==> src/rtl/neg18_sequencer_pkg.sv <==
`default_nettype none
// +----------------------------------------------------------------------------+
// | Module : neg18_pkg                                                          |
// | Desc   : Shared types and constants for the NEG/SUB/CMP/ABS sequencer.     |
// | Rev    : 1.0  initial release                                               |
// +----------------------------------------------------------------------------+
package neg18_pkg;

  localparam int WIDTH = 18;
  localparam logic [WIDTH-1:0] MIN_NEG = {1'b1, {(WIDTH-1){1'b0}}};

  typedef enum logic [1:0] {
    OP_NEG = 2'b00,
    OP_SUB = 2'b01,
    OP_CMP = 2'b10,
    OP_ABS = 2'b11
  } op_t;

  typedef enum logic [2:0] {
    IDLE = 3'd0,
    INV  = 3'd1,
    INC  = 3'd2,
    ADD  = 3'd3,
    RESP = 3'd4
  } state_t;

  typedef enum logic [1:0] {
    STEP_INV = 2'd0,
    STEP_INC = 2'd1,
    STEP_ADD = 2'd2
  } step_t;

endpackage
`default_nettype wire

==> src/rtl/neg18_sequencer_if.sv <==
`default_nettype none
// +----------------------------------------------------------------------------+
// | Module : neg18_sequencer_if                                                 |
// | Desc   : Request/response handshake bundle between issue logic and the     |
// |          sequencer.                                                        |
// | Rev    : 1.0  initial release                                               |
// +----------------------------------------------------------------------------+
interface neg18_sequencer_if #(
  parameter int WIDTH = 18
);
  logic             req_valid;
  logic             req_ready;
  logic [1:0]       req_op;
  logic [WIDTH-1:0] req_a;
  logic [WIDTH-1:0] req_b;
  logic             rsp_valid;
  logic             rsp_ready;
  logic [WIDTH-1:0] rsp_result;
  logic             rsp_z;
  logic             rsp_n;
  logic             rsp_c;
  logic             rsp_v;
  logic             busy;

  modport master (
    output req_valid, req_op, req_a, req_b, rsp_ready,
    input  req_ready, rsp_valid, rsp_result, rsp_z, rsp_n, rsp_c, rsp_v, busy
  );

  modport slave (
    input  req_valid, req_op, req_a, req_b, rsp_ready,
    output req_ready, rsp_valid, rsp_result, rsp_z, rsp_n, rsp_c, rsp_v, busy
  );
endinterface
`default_nettype wire

==> src/rtl/neg18_sequencer_twos_step18.sv <==
`default_nettype none
// +----------------------------------------------------------------------------+
// | Module : twos_step18                                                        |
// | Desc   : One combinational datapath step: invert, increment, or add with   |
// |          carry-in of one.                                                   |
// | Rev    : 1.0  initial release                                               |
// +----------------------------------------------------------------------------+
module twos_step18
  import neg18_pkg::*;
#(
  parameter int WIDTH = neg18_pkg::WIDTH
) (
  input  step_t            i_step,
  input  logic [WIDTH-1:0] i_w,
  input  logic [WIDTH-1:0] i_a,
  input  logic [WIDTH-1:0] i_operand,
  output logic [WIDTH-1:0] o_w_next,
  output logic             o_carry
);

  logic [WIDTH:0] w_sum;

  always_comb begin
    w_sum = '0;
    case (i_step)
      STEP_INV: w_sum = {1'b0, ~i_operand};
      STEP_INC: w_sum = {1'b0, i_w} + (WIDTH+1)'(1);
      STEP_ADD: w_sum = {1'b0, i_a} + {1'b0, i_w} + (WIDTH+1)'(1);
      default:  w_sum = '0;
    endcase
  end

  assign o_w_next = w_sum[WIDTH-1:0];
  assign o_carry  = w_sum[WIDTH];

endmodule
`default_nettype wire

==> src/rtl/neg18_sequencer.sv <==
`default_nettype none
// +----------------------------------------------------------------------------+
// | Module : neg18_sequencer                                                    |
// | Desc   : Multi-cycle NEG/SUB/CMP/ABS controller over a shared work register|
// |          with valid/ready request and backpressured response.              |
// | Rev    : 1.0  initial release                                               |
// +----------------------------------------------------------------------------+
module neg18_sequencer
  import neg18_pkg::*;
#(
  parameter int WIDTH = neg18_pkg::WIDTH
) (
  input  logic                clk,
  input  logic                rst,
  neg18_sequencer_if.slave    bus
);

  localparam int              MSB       = WIDTH - 1;
  localparam logic [WIDTH-1:0] c_min_neg = {1'b1, {(WIDTH-1){1'b0}}};

  state_t           r_state;
  op_t              r_op;
  logic [WIDTH-1:0] r_a;
  logic [WIDTH-1:0] r_b;
  logic [WIDTH-1:0] r_w;
  logic [WIDTH-1:0] r_result;
  logic             r_rsp_valid;
  logic             r_z;
  logic             r_n;
  logic             r_c;
  logic             r_v;

  step_t            w_step;
  logic             w_neg_like;
  logic [WIDTH-1:0] w_operand;
  logic [WIDTH-1:0] w_next;
  logic             w_carry;
  logic             w_v_add;

  // NEG and ABS negate A; SUB and CMP negate B before the add.
  assign w_neg_like = (r_op == OP_NEG) || (r_op == OP_ABS);
  assign w_operand  = w_neg_like ? r_a : r_b;

  always_comb begin
    w_step = STEP_ADD;
    case (r_state)
      INV:     w_step = STEP_INV;
      INC:     w_step = STEP_INC;
      default: w_step = STEP_ADD;
    endcase
  end

  twos_step18 #(
    .WIDTH (WIDTH)
  ) u_step (
    .i_step    (w_step),
    .i_w       (r_w),
    .i_a       (r_a),
    .i_operand (w_operand),
    .o_w_next  (w_next),
    .o_carry   (w_carry)
  );

  assign w_v_add = (r_a[MSB] != r_b[MSB]) && (w_next[MSB] != r_a[MSB]);

  always_ff @(posedge clk or posedge rst) begin
    if (rst) begin
      r_state     <= IDLE;
      r_op        <= OP_NEG;
      r_a         <= '0;
      r_b         <= '0;
      r_w         <= '0;
      r_result    <= '0;
      r_rsp_valid <= 1'b0;
      r_z         <= 1'b0;
      r_n         <= 1'b0;
      r_c         <= 1'b0;
      r_v         <= 1'b0;
    end else begin
      case (r_state)
        IDLE: begin
          if (bus.req_valid) begin
            r_op <= op_t'(bus.req_op);
            r_a  <= bus.req_a;
            r_b  <= bus.req_b;
            // Non-negative ABS is already its own answer.
            if ((op_t'(bus.req_op) == OP_ABS) && !bus.req_a[MSB]) begin
              r_w         <= bus.req_a;
              r_result    <= bus.req_a;
              r_z         <= (bus.req_a == '0);
              r_n         <= bus.req_a[MSB];
              r_c         <= 1'b0;
              r_v         <= 1'b0;
              r_rsp_valid <= 1'b1;
              r_state     <= RESP;
            end else begin
              r_state <= INV;
            end
          end
        end
        INV: begin
          r_w     <= w_next;
          r_state <= w_neg_like ? INC : ADD;
        end
        INC: begin
          r_w         <= w_next;
          r_result    <= w_next;
          r_z         <= (w_next == '0);
          r_n         <= w_next[MSB];
          r_c         <= w_carry;
          r_v         <= (r_a == c_min_neg);
          r_rsp_valid <= 1'b1;
          r_state     <= RESP;
        end
        ADD: begin
          r_w         <= w_next;
          // CMP reports A unchanged; flags still come from the difference.
          r_result    <= (r_op == OP_CMP) ? r_a : w_next;
          r_z         <= (w_next == '0);
          r_n         <= w_next[MSB];
          r_c         <= w_carry;
          r_v         <= w_v_add;
          r_rsp_valid <= 1'b1;
          r_state     <= RESP;
        end
        RESP: begin
          if (bus.rsp_ready) begin
            r_rsp_valid <= 1'b0;
            r_state     <= IDLE;
          end
        end
        default: begin
          r_rsp_valid <= 1'b0;
          r_state     <= IDLE;
        end
      endcase
    end
  end

  assign bus.req_ready  = (r_state == IDLE);
  assign bus.busy       = (r_state != IDLE);
  assign bus.rsp_valid  = r_rsp_valid;
  assign bus.rsp_result = r_result;
  assign bus.rsp_z      = r_z;
  assign bus.rsp_n      = r_n;
  assign bus.rsp_c      = r_c;
  assign bus.rsp_v      = r_v;

endmodule
`default_nettype wire

==> src/flat_wrapper.sv <==
// flat-port wrapper written by rule: the top's interface ports become plain ports
module neg18_sequencer_flat import neg18_pkg::*;
#(
  parameter int WIDTH = neg18_pkg::WIDTH
)
  (clk, rst, bus_req_valid, bus_req_op, bus_req_a, bus_req_b, bus_rsp_ready, bus_req_ready, bus_rsp_valid, bus_rsp_result, bus_rsp_z, bus_rsp_n, bus_rsp_c, bus_rsp_v, bus_busy);
  neg18_sequencer_if #(.WIDTH(WIDTH)) bus_i ();
  input  logic clk;
  input  logic rst;
  input wire logic [$bits(bus_i.req_valid)-1:0] bus_req_valid;
  input wire logic [$bits(bus_i.req_op)-1:0] bus_req_op;
  input wire logic [$bits(bus_i.req_a)-1:0] bus_req_a;
  input wire logic [$bits(bus_i.req_b)-1:0] bus_req_b;
  input wire logic [$bits(bus_i.rsp_ready)-1:0] bus_rsp_ready;
  output wire logic [$bits(bus_i.req_ready)-1:0] bus_req_ready;
  output wire logic [$bits(bus_i.rsp_valid)-1:0] bus_rsp_valid;
  output wire logic [$bits(bus_i.rsp_result)-1:0] bus_rsp_result;
  output wire logic [$bits(bus_i.rsp_z)-1:0] bus_rsp_z;
  output wire logic [$bits(bus_i.rsp_n)-1:0] bus_rsp_n;
  output wire logic [$bits(bus_i.rsp_c)-1:0] bus_rsp_c;
  output wire logic [$bits(bus_i.rsp_v)-1:0] bus_rsp_v;
  output wire logic [$bits(bus_i.busy)-1:0] bus_busy;
  assign bus_i.req_valid = bus_req_valid;
  assign bus_i.req_op = bus_req_op;
  assign bus_i.req_a = bus_req_a;
  assign bus_i.req_b = bus_req_b;
  assign bus_i.rsp_ready = bus_rsp_ready;
  assign bus_req_ready = bus_i.req_ready;
  assign bus_rsp_valid = bus_i.rsp_valid;
  assign bus_rsp_result = bus_i.rsp_result;
  assign bus_rsp_z = bus_i.rsp_z;
  assign bus_rsp_n = bus_i.rsp_n;
  assign bus_rsp_c = bus_i.rsp_c;
  assign bus_rsp_v = bus_i.rsp_v;
  assign bus_busy = bus_i.busy;
  neg18_sequencer #(.WIDTH(WIDTH)) u_core (.clk(clk), .rst(rst), .bus(bus_i));
endmodule
==> config.mk <==
export PLATFORM = sky130hd
export DESIGN_NAME = neg18_sequencer_flat
export DESIGN_NICKNAME = d
export VERILOG_FILES = /design/src/rtl/neg18_sequencer_pkg.sv /design/src/rtl/neg18_sequencer_if.sv /design/src/rtl/neg18_sequencer_twos_step18.sv /design/src/rtl/neg18_sequencer.sv /design/src/flat_wrapper.sv
export SDC_FILE = /design/constraint.sdc
export NUM_CORES = 1
export LEC_CHECK = 0
export ABC_AREA = 1
export ABC_CLOCK_PERIOD_IN_PS = 3550
export CORE_ASPECT_RATIO = 1.5
export CORE_UTILIZATION = 58
export DETAILED_ROUTE_END_ITERATION = 8
export PLACE_DENSITY_LB_ADDON = 0.15
export SYNTH_ARGS = -nofsm -noshare
export SYNTH_HDL_FRONTEND = slang
export SYNTH_HIERARCHICAL = 1
export SYNTH_SLANG_ARGS = --single-unit
==> constraint.sdc <==
create_clock -name clk -period 3.55 [get_ports clk]
set_input_delay 0.71 -clock clk [delete_from_list [all_inputs] [get_ports clk]]
set_output_delay 0.71 -clock clk [all_outputs]
set_load 0.01 [all_outputs]
==> results.ini <==
[worst_setup_path]
path_depth=20
crit_required_ps=3820
arrival_ps=3310
endpoint=u_core/bus.rsp_z$_DFFE_PP0P_
startpoint_type=register
cp_max_fo=6
critPathSlowestCell=dfrtp_1
reg2regPathDepth=20
crit_start=u_core/r_w[0]$_DFFE_PP0P_
cp-end-kind=register
max_stage_delay_ps=470
timing.rr.start=u_core/r_w[0]$_DFFE_PP0P_
crit_top_cell=nand2_1
crit_buf_inv=2
path_class=reg2reg
rr_endpoint=u_core/bus.rsp_z$_DFFE_PP0P_
critPathTopFamily=simple AND/OR/NAND/NOR gates
crit_path_cell_trace=inv_1 -> ha_1 -> fa_1 -> inv_1 -> nand3_1 -> nand2_1 -> nand4_1 -> nand2_1 -> nand2_1 -> nand2_1 -> nand2_1 -> nand3_1 -> nand2_1 -> nor2_1 -> nand3_1 -> nor2_1 -> nand3_1 -> nand2_1 -> nand2_1 -> nand2_1
rrSetupSlack_ps=510

[clocking]
htreeDepth=3
root_buffer=clkbuf_16
cts_setup_buffers=0
cts_resized=0
clock_path_buffers=2
clk_pin_slew_ps=60
cts_hold_buf=0
clkSinkCount=82
cts_tree=built
cts_made_buffers=9
insertion_delay_ps=340

[sta]
hold_violations=0
fin_crit_sh_pct=85.5
finalSetupViolCount=0
fin_skew_ps=6.57
max_freq_mhz=329
worstMarginPinSlew_ps=1190
finalSetupTns_ps=0
relSlewSlack_pct=20.6
fin_ws_ps=514
finalCriticalPeriod_ps=3040
slew_viol_final=0
rsz0062_at_grt=false

[flow_run]
maxCapViolCount=0

[routing]
drc=0
routed_wl_um=19400
vias=6461
ant_nets=0
first_pass_iters=6
routed_via_density=5.95
drt_iter0_drc=637
post_drt_wl_per_cell_um=17.8

[grt]
grt_pass1_wl_um=30600
grt_max_degree=47
track_usage_pct=37.1
antenna_found_initial=0
grt.overflow.total=0
grt_pass1_vias=6128

[die]
die_area_sq_um=10800
io_pins=67
start_util_pct=59.5
die_w_um=85.0
fp-row-count=45
core-area_sq_um=10100
die_h_um=127

[worst_hold_path]
hp-class=reg2reg

[pwr]
p_leak_nw=3.51
total_power_mw=8.27
p_per_area_nw_per_um2=1170
ir_drop_v=0.000997

[logic_synthesis]
synth.top_cell.area_share_pct=34.2
post_synth_main_area_contributors=dfrtp_1 (34%), nand2_1 (21%), o21ai_0 (6.5%), inv_1 (5.8%), nand3_1 (5.3%)
synth-simple-area-share_pct=36.1
yosysWarnings=6
netlist_instances=911
synth-async-reset-ratio_pct=100
synthMuxAreaShare_pct=1.88
avgSynthCellArea_sq_um=6.59
synth-edff-count=0
ys_seq_area_share_pct=34.2
synth_nets=974
syn_area_sq_um=6000
synth_top_family_by_area=simple AND/OR/NAND/NOR gates
synth_ff_type=dfrtp_1
synth_xor_area_share_pct=0.438
synthAdderAreaFrac_pct=4.50
synth_largest_area_cell=dfrtp_1
synth-compound-area-share_pct=14.2
synth-seq-cells=82
ys_types=39

[placement]
place.gp.congestion=0.939
postPlaceCellArea_sq_um=6720
hpwl_um=14300
port_buffers=66
dp_slack_ps=667

[cells_and_area]
num-nets-final=1028
drive_gt1_share_pct=6.81
stdcell_area_sq_um=7040
fin_util_pct=69.9
antenna_cells=0
area_growth_syn_to_layout_pct=17.4

[status]
status=finished, final reports clean

-- flip-flops by register name (all words and copies together) (netlist names) --
| register | cells |
|---|---|
| u_core/r_a | 18 |
| u_core/r_w | 18 |
| u_core/r_b | 18 |
| u_core/bus.rsp_c | 1 |
| u_core/bus.rsp_n | 1 |
| u_core/bus.rsp_z | 1 |
| u_core/r_op | 2 |
| u_core/bus.rsp_result | 18 |
| u_core/bus.rsp_valid | 1 |
| u_core/bus.rsp_v | 1 |
| u_core/r_state | 3 |
-- Yosys cell counts (2+ instances only) --
library cell,n
nor2_2,5
nand3b_1,6
clkinv_1,2
a21oi_1,48
ha_1,20
or2_2,9
nor2_1,71
nand4_1,5
nor3_4,2
o21bai_1,4
nand2_2,4
clkbuf_1,11
buf_4,3
inv_1,92
o221ai_1,5
nand3_2,3
xnor2_1,3
nand3_1,63
o21ai_1,4
nand2_1,329
o211ai_1,13
buf_2,14
or2_0,2
a21o_1,2
dfrtp_1,82
inv_2,7
nor3_1,4
mux2_2,10
o21ai_0,78
-- final cells by class --
cell class,count,area [sq um]
clock buffers,13,260
clock inverters,2,60.1
fillers,884,3040
inverters,101,380
multi-input cells,699,3430
flip-flops and latches,82,2050
well taps,117,146
repair buffers,72,718
-- stage by stage --
step                hold WS, ps  instances
global placement            461       1071
floorplan                   478        911
detailed placement          462       1071
finish                      484       1086
global route                508       1086
CTS                         481       1086
-- kinds of logic (layout without fill, tap and decap cells) --
family	after synthesis	after routing
buffers and inverters	130	188
muxes	10	10
adders and majority gates	21	21
xor gates and xnor gates	3	3
and+or+nand+nor	510	510
AOI/OAI and AO/OA	155	155
DFF	82	82
-- worst min-delay path: stages, from the launching register on --
cell and delay [ps]:
dfrtp_1 350, nand2_1 50, nand2_1 50
-- worst min path at each step --
stage	depth (start not counted)	slack (ps)	startpoint	end
2_1_floorplan	2	480	u_core/r_b[0]$_DFFE_PP0P_	u_core/r_b[0]$_DFFE_PP0P_
3_3_place_gp	2	460	u_core/bus.rsp_c$_DFFE_PP0P_	u_core/bus.rsp_c$_DFFE_PP0P_
3_5_place_dp	2	460	u_core/bus.rsp_c$_DFFE_PP0P_	u_core/bus.rsp_c$_DFFE_PP0P_
4_1_cts	2	480	u_core/bus.rsp_c$_DFFE_PP0P_	u_core/bus.rsp_c$_DFFE_PP0P_
5_1_grt	2	510	u_core/bus.rsp_result[0]$_DFFE_PP0P_	u_core/bus.rsp_result[0]$_DFFE_PP0P_
6_report	2	480	u_core/bus.rsp_c$_DFFE_PP0P_	u_core/bus.rsp_c$_DFFE_PP0P_
-- per-layer routing --
layer	vias up	part of all wire (%)	GRT usage, %
met5	-	0	0
met4	0	5.4	21.8
met3	85	8.4	6.12
met2	379	47	61.0
met1	2949	39	45.7
li1	3048	-	-
-- report_power, final --
group          switching, mW  internal [mW]  total [mW]
logic                   3.53           1.80        5.32
clock network          0.368          0.651        1.02
registers              0.544           1.39        1.93
total                   4.44           3.83        8.27
-- layout by cell type (no fill, tap or decap), types with 3 or more instances in the layout --
master	instances
nand2_1	328
inv_1	91
dfrtp_1	82
o21ai_0	78
nor2_1	71
clkdlybuf4s50_1	66
nand3_1	63
a21oi_1	48
ha_1	20
o211ai_1	13
mux2_2	10
clkbuf_16	9
or2_2	9
inv_2	7
nand3b_1	6
nand2_2	5
nand4_1	5
buf_4	5
o221ai_1	5
nor2_2	5
nor3_1	4
o21ai_1	4
o21bai_1	4
nand3_2	3
xnor2_1	3
Power figures use the tool's default switching activity.
